$ cat src/rtl/frame_window_display.sv
// frame_window_display
// Display-side reader for a grey image held in a frame RAM. Places the image
// at (X0,Y0) on the VGA raster with integer pixel replication, generates RAM
// read addresses using counters only, delays the syncs to line up with the
// RAM read latency, and maps each pixel to RGB under a per-frame colour mode.

module frame_window_display #(
    parameter int IMG_W     = 250,
    parameter int IMG_H     = 125,
    parameter int X0        = 195,
    parameter int Y0        = 155,
    parameter int SCALE     = 1,
    parameter int COORD_W   = 11,
    parameter int ADDR_W    = 15,
    parameter int PIX_W     = 8,
    parameter int GRAY_BITS = 2,
    parameter int RAM_LAT   = 1,
    parameter logic [3*GRAY_BITS-1:0] BG_COLOR = 6'b101011
) (
    input  logic                     clk,
    input  logic                     reset_n,
    input  logic [COORD_W-1:0]       pixel_x,
    input  logic [COORD_W-1:0]       pixel_y,
    input  logic                     videoon,
    input  logic                     hsync_in,
    input  logic                     vsync_in,
    input  logic [1:0]               mode,
    input  logic [PIX_W-1:0]         threshold,
    output logic [ADDR_W-1:0]        ram_addr,
    output logic                     ram_rd_en,
    input  logic [PIX_W-1:0]         ram_dout,
    output logic [3*GRAY_BITS-1:0]   rgb,
    output logic                     hsync_out,
    output logic                     vsync_out,
    output logic                     frame_start
);

    // Window bounds are elaboration-time constants, so the run-time test is
    // four magnitude compares and no multiplier.
    localparam logic [COORD_W-1:0] X_LO = COORD_W'(X0);
    localparam logic [COORD_W-1:0] X_HI = COORD_W'(X0 + IMG_W * SCALE);
    localparam logic [COORD_W-1:0] Y_LO = COORD_W'(Y0);
    localparam logic [COORD_W-1:0] Y_HI = COORD_W'(Y0 + IMG_H * SCALE);

    // Replication counters run 0..SCALE-1; SCALE is at most 4.
    localparam logic [1:0]        REP_MAX  = 2'(SCALE - 1);
    localparam logic [ADDR_W-1:0] ROW_STEP = ADDR_W'(IMG_W);

    // Sideband stages: the S1 register plus one per RAM latency cycle.
    localparam int DLY = RAM_LAT + 1;

    typedef enum logic [1:0] {
        MODE_GREY   = 2'd0,
        MODE_INVERT = 2'd1,
        MODE_THRESH = 2'd2,
        MODE_GREY_3 = 2'd3
    } colour_mode_t;

    logic                 in_win;
    logic                 at_left;
    logic                 at_top;

    logic [ADDR_W-1:0]    col;
    logic [ADDR_W-1:0]    row_base;
    logic [1:0]           x_rep;
    logic [1:0]           y_rep;

    logic [ADDR_W-1:0]    col_nxt;
    logic [ADDR_W-1:0]    row_base_nxt;
    logic [1:0]           x_rep_nxt;
    logic [1:0]           y_rep_nxt;
    logic [ADDR_W-1:0]    addr_nxt;

    logic [DLY-1:0]       videoon_d;
    logic [DLY-1:0]       in_win_d;
    logic [DLY-1:0]       hsync_d;
    logic [DLY-1:0]       vsync_d;

    colour_mode_t         mode_q;
    logic [PIX_W-1:0]     thr_q;

    logic [GRAY_BITS-1:0] gray_top;
    logic [GRAY_BITS-1:0] gray_level;

    assign in_win  = (pixel_x >= X_LO) && (pixel_x < X_HI) &&
                     (pixel_y >= Y_LO) && (pixel_y < Y_HI);
    assign at_left = (pixel_x == X_LO);
    assign at_top  = (pixel_y == Y_LO);

    // Next column / row position for the current in-window pixel; the row is
    // advanced once per line, at the first window pixel of that line.
    always_comb begin
        col_nxt      = col;
        row_base_nxt = row_base;
        x_rep_nxt    = x_rep;
        y_rep_nxt    = y_rep;
        if (at_left) begin
            col_nxt   = '0;
            x_rep_nxt = '0;
            if (at_top) begin
                row_base_nxt = '0;
                y_rep_nxt    = '0;
            end else if (y_rep == REP_MAX) begin
                row_base_nxt = row_base + ROW_STEP;
                y_rep_nxt    = '0;
            end else begin
                y_rep_nxt = y_rep + 2'd1;
            end
        end else if (x_rep == REP_MAX) begin
            col_nxt   = col + ADDR_W'(1);
            x_rep_nxt = '0;
        end else begin
            x_rep_nxt = x_rep + 2'd1;
        end
        addr_nxt = row_base_nxt + col_nxt;
    end

    // Stage S1: counters and RAM address only move on visible in-window pixels.
    always_ff @(posedge clk) begin
        if (!reset_n) begin
            col         <= '0;
            row_base    <= '0;
            x_rep       <= '0;
            y_rep       <= '0;
            ram_addr    <= '0;
            ram_rd_en   <= 1'b0;
            frame_start <= 1'b0;
        end else begin
            frame_start <= (pixel_x == '0) && (pixel_y == '0);
            ram_rd_en   <= in_win && videoon;
            if (in_win && videoon) begin
                col      <= col_nxt;
                row_base <= row_base_nxt;
                x_rep    <= x_rep_nxt;
                y_rep    <= y_rep_nxt;
                ram_addr <= addr_nxt;
            end
        end
    end

    // Sideband delay lines; syncs idle high so outputs stay inactive after reset.
    always_ff @(posedge clk) begin
        if (!reset_n) begin
            videoon_d <= '0;
            in_win_d  <= '0;
            hsync_d   <= '1;
            vsync_d   <= '1;
        end else begin
            videoon_d <= {videoon_d[DLY-2:0], videoon};
            in_win_d  <= {in_win_d[DLY-2:0], in_win};
            hsync_d   <= {hsync_d[DLY-2:0], hsync_in};
            vsync_d   <= {vsync_d[DLY-2:0], vsync_in};
        end
    end

    // Colour mode and threshold only change at frame start so a frame never tears.
    always_ff @(posedge clk) begin
        if (!reset_n) begin
            mode_q <= MODE_GREY;
            thr_q  <= '0;
        end else if (frame_start) begin
            mode_q <= colour_mode_t'(mode);
            thr_q  <= threshold;
        end
    end

    assign gray_top = ram_dout[PIX_W-1 -: GRAY_BITS];

    // Grey level for one channel under the latched colour mode.
    always_comb begin
        gray_level = gray_top;
        case (mode_q)
            MODE_INVERT: gray_level = ~gray_top;
            MODE_THRESH: gray_level = (ram_dout >= thr_q) ? '1 : '0;
            default:     gray_level = gray_top;
        endcase
    end

    // Output stage: colour and syncs leave together, RAM_LAT+2 cycles after input.
    always_ff @(posedge clk) begin
        if (!reset_n) begin
            rgb       <= '0;
            hsync_out <= 1'b1;
            vsync_out <= 1'b1;
        end else begin
            hsync_out <= hsync_d[DLY-1];
            vsync_out <= vsync_d[DLY-1];
            if (!videoon_d[DLY-1]) begin
                rgb <= '0;
            end else if (!in_win_d[DLY-1]) begin
                rgb <= BG_COLOR;
            end else begin
                rgb <= {3{gray_level}};
            end
        end
    end

endmodule

$ cat config.mk
export PLATFORM = sky130hd
export DESIGN_NAME = frame_window_display
export DESIGN_NICKNAME = d
export VERILOG_FILES = /design/src/rtl/frame_window_display.sv
export SDC_FILE = /design/constraint.sdc
export NUM_CORES = 1
export LEC_CHECK = 0
export ABC_AREA = 1
export CELL_PAD_IN_SITES_DETAIL_PLACEMENT = 0
export CELL_PAD_IN_SITES_GLOBAL_PLACEMENT = 1
export CORE_ASPECT_RATIO = 1.5
export CORE_UTILIZATION = 42
export DETAILED_ROUTE_END_ITERATION = 16
export PLACE_DENSITY = 0.85
export SYNTH_ARGS = -nofsm -noshare
export SYNTH_HDL_FRONTEND = slang
export SYNTH_SLANG_ARGS = --single-unit
$ cat constraint.sdc
create_clock -name clk -period 9 [get_ports clk]
set_clock_uncertainty 0.15 [all_clocks]
set_input_delay 1.8 -clock clk [delete_from_list [all_inputs] [get_ports clk]]
set_output_delay 1.8 -clock clk [all_outputs]
set_load 0.02 [all_outputs]
==> flow_metrics.py <==
metrics = {
    "outcome": {
        "status": "finished clean",
    },
    "die": {
        "io_pins": 70,
        "core_area_um2": 10600,
        "initial_utilization_pct": 43.5,
        "rows": 46,
        "die_w_um": 87.7,
        "dieArea_um2": 11500,
        "die_h_um": 131,
    },
    "synth": {
        "syn_nets": 775,
        "synthAdderAreaFrac_pct": 8.54,
        "ys_types": 39,
        "synth-seq-cells": 74,
        "synthFlopType": "dfxtp_1",
        "synth-edff-count": 0,
        "synthSimpleGateAreaFrac_pct": 29.6,
        "synthXorXnorAreaFrac_pct": 2.65,
        "syn_inst": 699,
        "synth_top_family_by_area": "simple AND/OR/NAND/NOR gates",
        "syn_area_um2": 4630,
        "syn_area_per_cell_um2": 6.62,
        "synth_seq_area_share_pct": 32.0,
        "ys_async_sr_fraction_pct": 0,
        "synth_mux_area_share_pct": 0.216,
        "synth-compound-area-share_pct": 15.8,
        "yosysWarnings": 0,
    },
    "sta": {
        "worst_slack_ps": 3890,
        "setup_tns_ps": 0,
        "rsz0062_at_grt": "no",
        "setup_viol": 0,
        "period_needed_ps": 5110,
        "slew_headroom_pct": 58.1,
        "hold_viol_final": 0,
        "max_freq_mhz": 196,
        "worst_pin_slew_ps": 628,
        "slew_viol_final": 0,
        "fin_crit_sh_pct": 56.8,
    },
    "global_route": {
        "grt_max_degree": 50,
        "grt_pass1_vias": 4362,
        "track_usage_pct": 23.5,
        "antenna_found_initial": 0,
        "grt_first_pass_wirelength_mm": 20.6,
        "overflow": 0,
    },
    "routing": {
        "top_layer_used": "met4",
        "vias": 4604,
        "drc_errors": 0,
        "drtAntennaViolNets": 0,
        "met1Wirelength_mm": 5.13,
        "viasPerCell": 5.06,
        "drtPass1Iterations": 6,
        "wl_met3_um": 486,
        "wl_per_cell_um": 13.8,
        "wirelength_mm": 12.5,
        "first_iter_violations": 261,
        "dr_wl_met2_mm": 6.40,
    },
    "power_and_ir_drop": {
        "comb_power_share_pct": 6.4,
        "power.switching_w": 0.000171,
        "clockPowerShare_pct": 52.5,
        "internal_power_w": 0.000636,
        "power_density_nw_per_um2": 141,
        "sw_frac_of_total_pct": 21.1,
        "pwr-share-seq_pct": 41.1,
        "ir_worst_vdd_mv": 0.101,
        "leakagePower_nw": 2.50,
    },
    "critical_path": {
        "cp_top_family": "simple AND/OR/NAND/NOR gates",
        "worst_ep_required_time_ps": 9060,
        "worst-path-max-fanout": 16,
        "critPathMaxStageDelay_ps": 510,
        "startpoint": "pixel_x[0]",
        "worst_path_max_delay_cell": "clkdlybuf4s50_1",
        "r2r-end": "ram_addr[14]",
        "critPathBufInv": 2,
        "cp.arrival_ps": 5170,
        "reg2reg_from": "x_rep[0]",
        "start_kind": "primary input",
        "cp.depth": 17,
        "cp_common_cell": "nand2_1",
        "cp_cell_sequence": "clkdlybuf4s50_1 > nand2_1 > nor2_1 > nand2_1 > nor2_4 > nand3_1 > inv_1 > nor2_1 > ha_1 > fa_1 > nand3_1 > nand2_1 > nand3_1 > nand4_1 > xor2_1 > nand2_1 > a21oi_1",
        "path_class": "primary input to flop",
        "endpoint": "ram_addr[12]",
        "r2r_cells": 19,
        "regToRegSetupSlack_ps": 5660,
        "end_kind": "flop",
    },
    "finish": {
        "nFillCells": 1042,
        "syn2layout_area_growth_pct": 23.8,
        "final_nets": 836,
        "antenna_cells": 0,
        "layout_commonest_cell": "nand2_1",
        "final_cell_mix": "nand2_1, inv_1, a21oi_1, dfxtp_1, clkdlybuf4s50_1",
        "drive_gt1_share_pct": 5.23,
    },
    "placement": {
        "place_ws_ps": 3520,
        "dp_hpwl_mm": 9.37,
        "gp_congestion": 0.900,
        "io_buffers": 69,
    },
    "clock_tree": {
        "cts_num_sinks": 74,
        "tritoncts": "done",
        "clockRootBuffer": "clkbuf_16",
        "clk_pin_slew_ps": 60,
        "insertion_delay_ps": 340,
        "cts_buffer_depth": 2,
        "hold_buffers": 0,
        "cts_setup_buffers": 0,
        "cts-htree-levels": 3,
        "cts_made_buffers": 9,
        "cts_resized": 0,
    },
    "worst_hold_path": {
        "holdPathStages": 1,
        "hold_path_class": "flop to flop",
    },
    "flow_run": {
        "cap_viol_max_count": 0,
    },
}
synth_stat cells, types with 2 or more instances:
| library cell | n | share of area (%) |
|---|---|---|
| nor2_4 | 2 | 0.49 |
| nand4_1 | 9 | 1.2 |
| a21oi_1 | 84 | 9.1 |
| o21ai_0 | 36 | 3.9 |
| dfxtp_1 | 74 | 32 |
| inv_1 | 96 | 7.8 |
| xor2_1 | 10 | 1.9 |
| nand2_1 | 178 | 14 |
| nand3_1 | 45 | 4.9 |
| a31oi_1 | 5 | 0.68 |
| clkbuf_1 | 8 | 0.65 |
| ha_1 | 30 | 8.1 |
| or2_2 | 7 | 0.95 |
| o211ai_1 | 3 | 0.49 |
| buf_4 | 3 | 0.49 |
| nor2_1 | 52 | 4.2 |
| nand2_2 | 2 | 0.27 |
| buf_6 | 6 | 1.5 |
| o21bai_1 | 3 | 0.49 |
| nor2_2 | 5 | 0.68 |
| buf_2 | 5 | 0.54 |
| nor4_1 | 2 | 0.27 |
| nor3_1 | 15 | 1.6 |
| xnor2_1 | 4 | 0.76 |
registers in the layout, indices dropped and copies added, names as in the netlist:
signal / cells
thr_q: 8
row_base: 15
rgb: 3
mode_q: 2
x_rep: 2
frame_start: 1
in_win_d: 2
hsync_out: 1
vsync_out: 1
ram_addr: 15
ram_rd_en: 1
col: 15
videoon_d: 2
hsync_d: 2
vsync_d: 2
y_rep: 2
power groups by stage:
stage	clock (W)	combinational [W]	sequential, W
finish	0.000423	0.0000519	0.000332
global route	0.000449	0.0000575	0.000332
CTS	0.000433	0.0000524	0.000332
detailed placement	0	0.0000519	0.000339
global placement	0	0.0000518	0.000339
floorplan	0	0.0000224	0.000339
kinds of logic after synthesis:
family | Yosys count
AND/OR/NAND/NOR | 320
AO/OA/AOI/OAI | 138
multiplexers | 1
adder cells (fa/ha/maj) | 31
buffers and inverters | 121
flip-flops | 74
XOR/XNOR | 14
metal layers:
layer	global-route usage, %	vias up
met1	26.3	2048
li1	-	2392
met2	42.5	132
met4	12.5	0
met3	3.27	32
met5	0	-
cell type report:
cell class                 instances  area, um^2  area share, %
timing repair buffer              72         713           12.5
tap                              144         180           3.15
inverter                          99         373           6.51
clock inverter                     6         113           1.97
sequential                        74        1480           25.9
clock buffer                      10         239           4.17
multi-input combinational        504        2630           45.9
worst reg2reg max path: cells and delay by family (launching register included):
family,cells,cell delay (ps)
simple gates,11,1650
flops,1,310
fa+ha+maj,2,600
buf+inv,4,280
compound gates,2,260
how the worst min path moves through the flow:
stage / start / endpoint / slack [ps]
after floorplan: in_win_d[0] / in_win_d[1] / 240
after global placement: hsync_d[0] / hsync_d[1] / 240
after detailed placement: hsync_d[0] / hsync_d[1] / 250
after CTS: hsync_d[0] / hsync_d[1] / 260
after global routing: hsync_d[0] / hsync_d[1] / 280
final: hsync_d[0] / hsync_d[1] / 260
through the flow:
stage                     utilization [%]  cell area (um^2)  hold slack (ps)  total power (W)  cells
final                                53.8              5730              261         0.000807    909
after CTS                            53.8              5730              262         0.000817    909
after global placement               50.5              5380              245         0.000391    893
after detailed placement             50.5              5380              248         0.000391    893
after global routing                 53.8              5730              278         0.000838    909
after floorplan                         -              4630              240         0.000362    699
(Power assumes the default switching activity.)
